$ cat config.mk
export PLATFORM = sky130hd
export DESIGN_NAME = icache_controller
export DESIGN_NICKNAME = d
export VERILOG_FILES = /design/src/rtl/icache_controller.sv
export SDC_FILE = /design/constraint.sdc
export NUM_CORES = 2
export LEC_CHECK = 0
export ABC_AREA = 1
export ABC_CLOCK_PERIOD_IN_PS = 58100
export BUFFER_PORTS_ARGS = -buffer_cell sky130_fd_sc_hd__buf_4
export CORE_ASPECT_RATIO = 0.5
export CORE_MARGIN = 2
export CORE_UTILIZATION = 60
export CTS_CLUSTER_SIZE = 20
export DETAILED_ROUTE_END_ITERATION = 10
export HOLD_SLACK_MARGIN = 0.15
export PLACE_DENSITY = 0.85
export SETUP_SLACK_MARGIN = 0.5
export SLEW_MARGIN = 20
export SYNTH_ARGS = -nofsm -noshare
export SYNTH_HDL_FRONTEND = slang
export SYNTH_SLANG_ARGS = --single-unit
$ cat constraint.sdc
create_clock -name clock -period 58.1 [get_ports clock]
set_input_delay 8.715 -clock clock [delete_from_list [all_inputs] [get_ports clock]]
set_output_delay 8.715 -clock clock [all_outputs]
set_load 0.01 [all_outputs]
$ cat src/rtl/icache_controller.sv
// Direct-mapped instruction cache with a single-block fill controller.
// Hits are served combinationally. A miss stalls the CPU while one 16-byte block is fetched and installed.
module icache_controller #(
  parameter int INDEX_BITS = 3
) (
  input  logic         clock,
  input  logic         reset,
  input  logic         read,
  input  logic [9:0]   address,
  output logic [31:0]  instruction,
  output logic         busywait,
  output logic         mem_read,
  output logic [5:0]   mem_address,
  input  logic [127:0] mem_readdata,
  input  logic         mem_busywait
);

  localparam int LINES    = 2 ** INDEX_BITS;
  localparam int TAG_BITS = 6 - INDEX_BITS;

  typedef enum logic [1:0] {
    IDLE   = 2'd0,
    FILL   = 2'd1,
    UPDATE = 2'd2
  } state_t;

  state_t                state_r;
  state_t                state_next_s;
  logic                  valid_r [LINES];
  logic [TAG_BITS-1:0]   tag_r   [LINES];
  logic [127:0]          data_r  [LINES];
  logic [5:0]            miss_block_r;
  logic                  fill_first_r;
  logic [127:0]          fill_data_r;

  logic [INDEX_BITS-1:0] index_s;
  logic [TAG_BITS-1:0]   tag_s;
  logic [INDEX_BITS-1:0] miss_index_s;
  logic [TAG_BITS-1:0]   miss_tag_s;
  logic [127:0]          line_s;
  logic                  hit_s;
  logic                  busy_s;
  logic                  mem_read_s;
  logic [5:0]            mem_address_s;
  logic                  start_s;
  logic                  capture_s;
  logic                  install_s;
  logic                  unused_addr_s;

  assign index_s       = address[3+INDEX_BITS:4];
  assign tag_s         = address[9:4+INDEX_BITS];
  assign miss_index_s  = miss_block_r[INDEX_BITS-1:0];
  assign miss_tag_s    = miss_block_r[5:INDEX_BITS];
  assign line_s        = data_r[index_s];
  assign hit_s         = read & valid_r[index_s] & (tag_r[index_s] == tag_s);
  assign unused_addr_s = ^address[1:0];

  // Word select within the indexed line, straight from the current address.
  always_comb begin
    instruction = 32'd0;
    case (address[3:2])
      2'b00:   instruction = line_s[31:0];
      2'b01:   instruction = line_s[63:32];
      2'b10:   instruction = line_s[95:64];
      2'b11:   instruction = line_s[127:96];
      default: instruction = 32'd0;
    endcase
  end

  // Next-state and control decode for the fill FSM.
  always_comb begin
    state_next_s  = state_r;
    busy_s        = 1'b0;
    mem_read_s    = 1'b0;
    mem_address_s = 6'd0;
    start_s       = 1'b0;
    capture_s     = 1'b0;
    install_s     = 1'b0;
    case (state_r)
      IDLE: begin
        busy_s = read & ~hit_s;
        if (read && !hit_s) begin
          start_s      = 1'b1;
          state_next_s = FILL;
        end else begin
          state_next_s = IDLE;
        end
      end
      FILL: begin
        busy_s        = 1'b1;
        mem_read_s    = 1'b1;
        mem_address_s = miss_block_r;
        // The first FILL cycle precedes the memory's busy response, so its handshake is not trusted.
        if (!fill_first_r && !mem_busywait) begin
          capture_s    = 1'b1;
          state_next_s = UPDATE;
        end else begin
          state_next_s = FILL;
        end
      end
      UPDATE: begin
        busy_s       = 1'b1;
        install_s    = 1'b1;
        state_next_s = IDLE;
      end
      default: begin
        state_next_s = IDLE;
      end
    endcase
  end

  // Reset overrides the stall so an aborted fill releases the CPU at once.
  assign busywait    = busy_s & ~reset;
  assign mem_read    = mem_read_s;
  assign mem_address = mem_address_s;

  // FSM state, miss bookkeeping and fill data capture.
  always_ff @(posedge clock or posedge reset) begin
    if (reset) begin
      state_r      <= IDLE;
      miss_block_r <= 6'd0;
      fill_first_r <= 1'b0;
      fill_data_r  <= 128'd0;
    end else begin
      state_r      <= state_next_s;
      fill_first_r <= start_s;
      if (start_s) begin
        miss_block_r <= address[9:4];
      end
      if (capture_s) begin
        fill_data_r <= mem_readdata;
      end
    end
  end

  // Line storage; a fill overwrites the indexed line unconditionally.
  always_ff @(posedge clock or posedge reset) begin
    if (reset) begin
      for (int i = 0; i < LINES; i++) begin
        valid_r[i] <= 1'b0;
        tag_r[i]   <= '0;
        data_r[i]  <= 128'd0;
      end
    end else if (install_s) begin
      valid_r[miss_index_s] <= 1'b1;
      tag_r[miss_index_s]   <= miss_tag_s;
      data_r[miss_index_s]  <= fill_data_r;
    end
  end

endmodule
==> metrics.csv <==
metric;value;unit
grt_max_degree;215;
fin_skew;0.0199;ns
placed_cell_area;52700;um2
wirelength;152000;um
stdcell_count;6921;
cp.required;49.39;ns
max_slew_margin;0.199;
min_period;22.19;ns
overflow;0;
nets;5872;
cts.sinks;1193;
place_congestion;0.899;
synth_edf_count;0;
drc;0;
finalCritPeriodShare;0.382;
p_sw_frac;0.343;
cts.path.max_buffers;3;
path_max_fanout;114;
synthArstFlopShare;1.00;
ctsResizeCount;0;
preCtsSetupSlack;36.28;ns
r2r-start;state_r[0]$_DFF_PP0_;
cts_buffers;99;
syn_area_per_cell;8.77;um2
critPathLaunchType;input port;
ant_nets;0;
fillers;6059;
crit_type;in2out;
grt_pass1_vias;43400;
num_vias;44500;
wl_per_cell;21.9;um
fmax;0.0451;GHz
synthesis.yosys.warnings;0;
clk_pin_slew;0.07;ns
setup_viol;0;
setup.worst_path.start;address[4];
post_cts_buffers;0;
ff2ff_path_depth;8;
p_leak;25.6;nW
syn_nets;6015;
drv_slew;0;
p_clk_frac;0.256;
synth_cell_types;27;
rows;75;
ir_drop;0.0251;mV
status;finished clean;
crit_end;instruction[2];
critPathArrivalTime;13.47;ns
viasPerCell;6.42;
power.density;48.6;nW/um2
seq_power_share;0.496;
core_area;84400;um2
die_h;211;um
hold_ws;0.464;ns
maxCapViolCount;0;
fin_setup_tns;0;ns
hold_viol;0;
synth_ff_type;dfrtp_1;
area_growth;8.88;%
synth-seq-cells;1193;
worstSkewPairLatency;0.69;ns
setup_slack;35.91;ns
place_inst;6741;
power_frac_comb;0.249;
first_pass_iters;7;
rsz0062_at_grt;no;
dieArea;88300;um2
grt_pass1_wl;239000;um
io_pins;182;
worst_pin_slew;1.20;ns
antenna_found_initial;6;
stdcell_area;56000;um2
cts_root_buf;clkbuf_16;
die_w;418;um
cts_tree;yes;
final_core_util;0.664;
cts_hold_buffers;0;
hpwl;85800;um
drive_gt1_frac;0.0700;
numPortBuffers;179;
crit_path_end_kind;primary output;
initial_core_util;0.610;
reg2reg_to;data_r[832]$_DFFE_PP0P_;
min_path_type;reg2reg;
power.switching;933;uW
r2r_setup_slack;54.09;ns
synthCells;5869;
htree_levels;3;
seq_area_frac_synth;0.580;
grt_usage;0.345;
power;2.72;mW
drt_iter0_drc;6735;
p_int;1.79;mW
syn_area;51500;um2
cell usage in the layout, fill, tap and decap left out, types with 45 or more instances in the layout:
| cell type | n |
|---|---|
| a21oi_1 | 104 |
| buf_4 | 223 |
| clkbuf_16 | 101 |
| dfrtp_1 | 1193 |
| inv_1 | 207 |
| nand2_1 | 1171 |
| nand3_1 | 45 |
| nor2_1 | 654 |
| o211ai_1 | 149 |
| o21ai_0 | 1558 |
| o221ai_1 | 72 |
| o22ai_1 | 122 |
cells by family (layout without fill, tap and decap cells):
kind of cell	after synthesis	after routing	synth area share
AO/OA/AOI/OAI	2095	2095	0.223
adder cells (fa/ha/maj)	4	4	0.000973
buffers and inverters	689	624	0.0561
other	0	1	0
flip-flops	1193	1193	0.580
AND/OR/NAND/NOR	1888	1888	0.140
area by class of cell:
cell class                 instances  area (um2)  area share
sequential                      1193       29900       0.533
multi-input combinational       3987       18800       0.335
inverter                         213         828      0.0148
clock buffer                     151        2930      0.0522
tap                             1116        1400      0.0249
timing repair buffer             232        1830      0.0327
clock inverter                    28         405     0.00724
antenna                            1        2.50   0.0000447
worst max-delay path: stages:
cell and delay (ns):
buf_8 0.53, buf_4 0.78, buf_4 0.86, buf_4 0.83, nor2_1 0.08, nor2_1 0.12
o21ai_1 0.09, o211ai_1 0.13, o211ai_1 0.45, o2111ai_1 0.45, buf_4 0.22
synthesized netlist by cell type (2+ instances only):
cell | count | share of area
ha_1 | 4 | 0.00097
nand2_4 | 2 | 0.00044
clkbuf_1 | 295 | 0.022
o21ai_1 | 25 | 0.0024
buf_2 | 133 | 0.013
o211ai_1 | 149 | 0.022
nor2_2 | 2 | 0.00024
buf_1 | 23 | 0.0017
nor2_1 | 656 | 0.048
o21ai_0 | 1558 | 0.15
inv_1 | 212 | 0.015
buf_4 | 14 | 0.0020
nand2_1 | 1177 | 0.086
o21bai_1 | 32 | 0.0047
o221ai_1 | 72 | 0.012
o2111ai_1 | 32 | 0.0054
dfrtp_1 | 1193 | 0.58
nand3_1 | 46 | 0.0045
a21oi_1 | 104 | 0.010
buf_6 | 11 | 0.0024
o22ai_1 | 122 | 0.015
or2_2 | 2 | 0.00024
power by group through the flow:
stage          logic [mW]  clock network [mW]  registers, mW
2_1_floorplan       0.479                   0           1.32
3_3_place_gp        0.615                   0           1.33
5_1_grt             0.772               0.732           1.39
3_5_place_dp        0.659                   0           1.35
4_1_cts             0.669               0.696           1.34
6_report            0.677               0.696           1.35
worst min path at each step:
| stage | startpoint | end | cells after the start |
|---|---|---|---|
| after floorplan | valid_r[5]$_DFFE_PP0P_ | valid_r[5]$_DFFE_PP0P_ | 2 |
| after global placement | valid_r[7]$_DFFE_PP0P_ | valid_r[7]$_DFFE_PP0P_ | 2 |
| after detailed placement | valid_r[4]$_DFFE_PP0P_ | valid_r[4]$_DFFE_PP0P_ | 2 |
| after CTS | valid_r[7]$_DFFE_PP0P_ | valid_r[7]$_DFFE_PP0P_ | 2 |
| after global routing | fill_data_r[77]$_DFFE_PP0P_ | data_r[77]$_DFFE_PP0P_ | 2 |
| final | valid_r[1]$_DFFE_PP0P_ | valid_r[1]$_DFFE_PP0P_ | 2 |
registers in the layout, indices dropped and copies added (netlist names):
register	count
fill_first_r	1
data_r	1024
valid_r	8
fill_data_r	128
tag_r	24
state_r	2
miss_block_r	6
per-layer routing:
layer / up-vias / routed length (um) / global-route usage
li1: 19500 / - / -
met3: 436 / 20800 / 0.101
met1: 21600 / 56200 / 0.457
met5: - / 50 / 0
met4: 8 / 6810 / 0.156
met2: 2947 / 67800 / 0.532
(Power assumes the default switching activity.)
